<file path="config.mk">
export PLATFORM = sky130hd
export DESIGN_NAME = fifo_rd_stream_flat
export DESIGN_NICKNAME = d
export VERILOG_FILES = /design/src/rtl/fifo_rd_stream_pkg.sv /design/src/rtl/fifo_rd_stream_if.sv /design/src/rtl/fifo_rd_stream_skid.sv /design/src/rtl/fifo_rd_stream.sv /design/src/flat_wrapper.sv
export SDC_FILE = /design/constraint.sdc
export NUM_CORES = 1
export LEC_CHECK = 0
export CAP_MARGIN = 30
export CORE_MARGIN = 2
export CORE_UTILIZATION = 47
export DETAILED_ROUTE_END_ITERATION = 10
export GPL_TIMING_DRIVEN = 0
export MAX_ROUTING_LAYER = met4
export PLACE_DENSITY = 0.78
export REMOVE_ABC_BUFFERS = 1
export SLEW_MARGIN = 20
export SYNTH_ARGS = -nofsm -noshare
export SYNTH_HDL_FRONTEND = slang
export SYNTH_SLANG_ARGS = --single-unit
</file>
<file path="constraint.sdc">
create_clock -name clk -period 2.4 [get_ports clk]
set_input_delay 0.24 -clock clk [delete_from_list [all_inputs] [get_ports clk]]
set_output_delay 0.24 -clock clk [all_outputs]
set_load 0.05 [all_outputs]
</file>
<file path="src/rtl/fifo_rd_stream_pkg.sv">
// fifo_rd_stream_pkg: shared widths, skid depth and the read-credit rule
package fifo_rd_stream_pkg;
  localparam int DEF_WIDTH = 4;
  localparam int DEF_CNT_W = 16;
  localparam int SKID_DEPTH = 2;
  typedef logic [$clog2(SKID_DEPTH + 1)-1:0] cnt_t;
  function automatic logic has_credit(cnt_t count, logic inflight, logic pop);
    return ({1'b0, count} + 3'(inflight) - 3'(pop)) < 3'(SKID_DEPTH);
  endfunction
endpackage

</file>
<file path="src/rtl/fifo_rd_stream_if.sv">
// fifo_rd_stream_if: FIFO read port plus valid/ready output stream
interface fifo_rd_stream_if #(parameter int WIDTH = fifo_rd_stream_pkg::DEF_WIDTH);
  logic empty;
  logic error;
  logic rd_en;
  logic [WIDTH-1:0] rdata;
  logic valid;
  logic ready;
  logic [WIDTH-1:0] data;
  modport master (input empty, error, rdata, ready, output rd_en, valid, data);
  modport slave (output empty, error, rdata, ready, input rd_en, valid, data);
endinterface

</file>
<file path="src/rtl/fifo_rd_stream_skid.sv">
// fifo_rd_stream_skid: 2-entry in-order buffer, head registered on the output
module fifo_rd_stream_skid
  import fifo_rd_stream_pkg::*;
#(
  parameter int WIDTH = DEF_WIDTH
) (
  input  logic             clk,
  input  logic             rst_n,
  input  logic             push,
  input  logic             pop,
  input  logic [WIDTH-1:0] din,
  output logic [WIDTH-1:0] head,
  output logic             valid,
  output cnt_t             count
);
  logic [WIDTH-1:0] tail;
  assign valid = count != '0;
  always_ff @(posedge clk or negedge rst_n) begin
    if (!rst_n) begin
      head  <= '0;
      tail  <= '0;
      count <= '0;
    end else begin
      if (pop || (push && count == '0)) head <= (pop && count == 2'd2) ? tail : din;
      if (push && (pop ? count == 2'd2 : count == 2'd1)) tail <= din;
      count <= count + cnt_t'(push) - cnt_t'(pop);
    end
  end
  a_no_overflow: assert property (@(posedge clk) disable iff (!rst_n) !(push && count == 2'd2));
endmodule

</file>
<file path="src/rtl/fifo_rd_stream.sv">
// fifo_rd_stream: drains sync_fifo into a valid/ready stream
// with credit-based reads, a delivered-word counter and a sticky fault flag.
module fifo_rd_stream
  import fifo_rd_stream_pkg::*;
#(
  parameter int WIDTH = DEF_WIDTH,
  parameter int CNT_W = DEF_CNT_W
) (
  input  logic             clk,
  input  logic             rst_n,
  input  logic             en,
  fifo_rd_stream_if.master bus,
  output logic [CNT_W-1:0] words,
  output logic             err
);
  logic inflight;
  logic pop;
  cnt_t count;
  assign pop = bus.valid & bus.ready;
  // a pop this cycle frees a slot, so ready feeds straight into rd_en
  assign bus.rd_en = rst_n & en & ~bus.empty & has_credit(count, inflight, pop);
  always_ff @(posedge clk or negedge rst_n) begin
    if (!rst_n) begin
      inflight <= 1'b0;
      words    <= '0;
      err      <= 1'b0;
    end else begin
      inflight <= bus.rd_en;
      words    <= words + CNT_W'(pop);
      err      <= err | (inflight & bus.error);
    end
  end
  fifo_rd_stream_skid #(.WIDTH(WIDTH)) u_skid (
    .clk   (clk),
    .rst_n (rst_n),
    .push  (inflight),
    .pop   (pop),
    .din   (bus.rdata),
    .head  (bus.data),
    .valid (bus.valid),
    .count (count)
  );
endmodule
</file>
<file path="src/flat_wrapper.sv">
// flat-port wrapper written by rule: the top's interface ports become plain ports
module fifo_rd_stream_flat import fifo_rd_stream_pkg::*;
#(
  parameter int WIDTH = DEF_WIDTH,
  parameter int CNT_W = DEF_CNT_W
)
  (clk, rst_n, en, words, err, bus_empty, bus_error, bus_rdata, bus_ready, bus_rd_en, bus_valid, bus_data);
  fifo_rd_stream_if #(.WIDTH(WIDTH)) bus_i ();
  input  logic clk;
  input  logic rst_n;
  input  logic en;
  output logic [CNT_W-1:0] words;
  output logic err;
  input wire logic [$bits(bus_i.empty)-1:0] bus_empty;
  input wire logic [$bits(bus_i.error)-1:0] bus_error;
  input wire logic [$bits(bus_i.rdata)-1:0] bus_rdata;
  input wire logic [$bits(bus_i.ready)-1:0] bus_ready;
  output wire logic [$bits(bus_i.rd_en)-1:0] bus_rd_en;
  output wire logic [$bits(bus_i.valid)-1:0] bus_valid;
  output wire logic [$bits(bus_i.data)-1:0] bus_data;
  assign bus_i.empty = bus_empty;
  assign bus_i.error = bus_error;
  assign bus_i.rdata = bus_rdata;
  assign bus_i.ready = bus_ready;
  assign bus_rd_en = bus_i.rd_en;
  assign bus_valid = bus_i.valid;
  assign bus_data = bus_i.data;
  fifo_rd_stream #(.WIDTH(WIDTH), .CNT_W(CNT_W)) u_core (.clk(clk), .rst_n(rst_n), .en(en), .bus(bus_i), .words(words), .err(err));
endmodule
</file>
==> results.txt <==
* Ys async rst share: 100%
- Filler-free cell count of the finished design: 168
* Power Total: 2.05 mW
* Setup repair after global routing missed its margin: true
- Number of placement rows: 18
- Share of layout cells above drive strength 1: 16.7%
- In the synthesized netlist, mux cells make up 6.80% of the area.
- In this run the worst path has a maximum fanout of 4.
- Area of the die: 3090 sq um
- Total setup violations reported at the end of the flow: 1
- Final net count: 153
* Violations in the final reports: negative setup slack
* Post-placement cell area: 1600 sq um
- Clock buffers created by TritonCTS: 3
- CORE AREA: 2500 sq um
- Layout overhead on the synthesized area: 34.9%
* Max Used Layer: met4
- In the final timing run, aggregate negative setup slack is -0.176 ns.
- Area of the multi-input gates: 548 sq um
- The run finished, with violations left.
* Crit path capture type: output port
- After the first detailed-routing iteration, the DRC count stood at 7.
- Summed over all cells, the static leakage comes to 0.795 nW.
- Count of port buffers added during placement: 32
* Dominant cell type by area after synthesis: sky130_fd_sc_hd__dfrtp_1
- Largest net degree at the start of global routing: 30
* Share of the clock period used by the worst path: 107%
* Seq. cell area: 702 sq um
- The count of nets left with antenna violations once routing finished came out at 0.
* Internal: 1.16 mW
- The netlist uses 29 different library cells.
- At the placement stage, the worst setup path has a slack of -0.897 ns.
- Commonest cells in the synthesized netlist: sky130_fd_sc_hd__dfrtp_1, sky130_fd_sc_hd__nand2_1, sky130_fd_sc_hd__xnor2_1, sky130_fd_sc_hd__xor2_1
* Worst relative slew slack: 58.7%
- The number of pins exceeding their max-slew limit in the final report is 0.
* Insertion delay of the later-clocked pin in the worst-skew pair: 0.32 ns
* H-Tree Level Count: 1
- Final antenna diode count: 0
- Initial cell density of the core: 50.1%
* Post-synthesis xor/xnor area fraction: 11.2%
- Adder and majority cell fraction of the synthesized area: 4.60%
- Proportion of power drawn by combinational gates: 48.3%
* Total standard cell area after synthesis: 1250 sq um
* Worst reg2reg path startpoint: u_core.u_skid.count[0]$_DFF_PN0_
* Switching power share of the total: 43.2%
- Pin placement for this block handled 33 I/O pins.
- The Yosys step of the flow raised 0 warnings.
* HPWL reported at the end of detailed placement: 1660 microns
- In the global route stage, overall resource usage came out at 15.7%.
- The synthesized design devotes to its leading area cell type 56.0% of total area.
- Total Routed Length: 2250 microns
- Net load switching power: 0.884 mW
* Minimum clock period: 2.58 ns
- Die Span Y: 55.6 microns
- Synthesized area per cell: 12.5 sq um
* Finished Cell Area: 1690 sq um
- sky130_fd_sc_hd__dfrtp_1 is the most common cell in the netlist.
- Of the total power, the clock network draws 14.8%.
* Drt first pass iters: 4
- After detailed placement, the design holds a cell count of 161.
* Routed metal-1 wirelength: 1070 microns
- After synthesis the netlist holds a flip-flop and latch count of 28.
- After detailed routing, the average wire length per cell comes to 13.4 microns.
- Via density per instance: 5.16
* CTS tree: yes
- The critical path is of the flop to output port type.
* Met3 Routed Length: 83 microns
- Transition time at the pin with the least slew margin: 0.619 ns
* Total via count in the routed design: 867
* Max clock buf depth: 2
- The die is 55.6 microns wide.
* Number of flops mapped to enable cells by yosys: 0
* CTS sink cnt: 28
- The most critical setup path has its startpoint at u_core.u_skid.count[0]$_DFF_PN0_.
- The share of the Yosys chip area taken by registers is 56.0%.
* Endpoint required time on the critical path: 2.16 ns
- In the detailed route, the total length drawn on met2 is 1060 microns.
* Root buffer cell: sky130_fd_sc_hd__clkbuf_4
* Antenna violations before repair: 0
- For this run the aggregate overflow at the end of global routing stands at 0.
- In this run the power density over the cells is 1210 nW/um^2.
- Dominant cells by area after synthesis: sky130_fd_sc_hd__dfrtp_1, sky130_fd_sc_hd__xnor2_1, sky130_fd_sc_hd__xor2_1
- Max frequency: 388 MHz
- First-pass GRT wire length: 3800 microns
* Worst setup skew after layout: 0.00204 ns
- # Max-Cap Violations: 0
* Fill count: 200
- Setup WS post-layout: -0.176 ns
- Complex-gate fraction of the synthesized area: 4.20%
- The via count of the first global-routing pass is 881.
* Startpoint type of the worst setup path: flop
- Sequential Power Share: 36.9%
* Path class of the lowest-slack min-delay path: primary input to asynchronous set/reset pin
- IR analysis of the VDD net gives a maximum drop of 0.826 mV.
- Clock-pin slew on the worst setup and hold paths: 0.15 ns
- The most used flip-flop cell after synthesis is sky130_fd_sc_hd__dfrtp_1.
- Dominant combinational cell family by area after synthesis: simple AND/OR/NAND/NOR gates
- Data arrives at the worst endpoint at 2.34 ns.
* Drc violations: 0
- The synthesized netlist devotes 15.7% of its cell area to simple gates.
* Placer Congestion: 0.731
- Number of standard cells after synthesis: 100
- The final count of hold timing violations was 0.
[per-stage QoR]
step	hold WS [ns]	util, %
global placement	0.438	64.1
floorplan	-0.0556	-
finish	0.443	67.5
CTS	0.472	67.5
detailed placement	0.294	63.9
global route	0.470	67.5
[power by group through the flow]
stage                     Combinational (mW)  Sequential, mW  Clock (mW)
after floorplan                        0.308            1.09           0
after global placement                 0.906           0.775           0
after detailed placement               0.931           0.781           0
after CTS                               1.00           0.756       0.309
after global routing                    1.05           0.782       0.333
final                                  0.990           0.755       0.304
[routing by layer]
layer / GRT usage, % / vias to the layer above
met5: - / -
met4: 4.88 / 0
met3: 3.26 / 6
met2: 24.3 / 24
met1: 20.9 / 427
li1: - / 410
[state kept, by name (all words and copies together), names as in the netlist]
register,count
u_core.u_skid.tail,4
u_core.words,16
u_core.u_skid.count,2
u_core.u_skid.head,4
u_core.err,1
u_core.inflight,1
[worst paths after layout]
kind                                                     end  slack, ns  depth (start not counted)
max                                                bus_rd_en      -0.18                          6
min                        u_core.u_skid.head[2]$_DFFE_PN0P_       0.44                          2
max reg2reg                        u_core.inflight$_DFF_PN0_       0.54                          5
min reg2reg                             u_core.err$_DFF_PN0_       0.48                          1
max in group asynchronous   u_core.u_skid.count[1]$_DFF_PN0_       1.53                          2
min in group clk                        u_core.err$_DFF_PN0_       0.48                          1
[layout by cell type, fill, tap and decap left out, drive strengths merged]
cell           Yosys  layout
a21o               1       1
a21oi              1       1
and3               1       1
buf                1       4
bufinv             0       1
clkbuf             0       3
clkdlybuf4s50      0      29
dfrtp             28      28
dlygate4sd2        0       1
dlygate4sd3        0       1
fa                 1       1
ha                 3       3
inv                3       3
mux2               4       4
mux2i              4       4
nand2             11      11
nand2b             2       2
nand3              5       5
nand3b             1       1
nand4              4       4
nor2               6       6
nor3               1       1
nor4               1       1
o21a               1       1
o21ai              5       5
xnor2              9       9
xor2               7       7
[cell type report]
class	instances	area share (%)
flip-flops and latches	28	41.6
multi-input cells	68	32.5
repair buffers	35	19.9
well taps	30	2.22
clock inverters	1	1.78
clock buffers	3	1.33
inverters	3	0.667
[worst max-delay path, cell delays in order, from the launching register on]
cell	delay, ns
sky130_fd_sc_hd__dfrtp_1	0.43
sky130_fd_sc_hd__o21a_4	0.24
sky130_fd_sc_hd__xor2_1	0.14
sky130_fd_sc_hd__ha_2	0.18
sky130_fd_sc_hd__fa_1	0.48
sky130_fd_sc_hd__nor4_2	0.30
sky130_fd_sc_hd__buf_4	0.25
[timing repair]
action / in CTS / in global routing
hold buffers: 1 / 0
resized for setup: 13 / 0
setup endpoints to repair: 1 / 1
endpoints found under the hold margin: 28 / 0
cloned: 0 / 0
buffers inserted: 2 / 0
[logic make-up (layout without fill, tap and decap cells)]
kind of cell    count (synthesis)  after routing
simple gates                   32             32
mux                             8              8
buf+inv                         4             42
xor+xnor                       16             16
compound gates                  8              8
flops                          28             28
fa+ha+maj                       4              4
(Power assumes the default switching activity.)
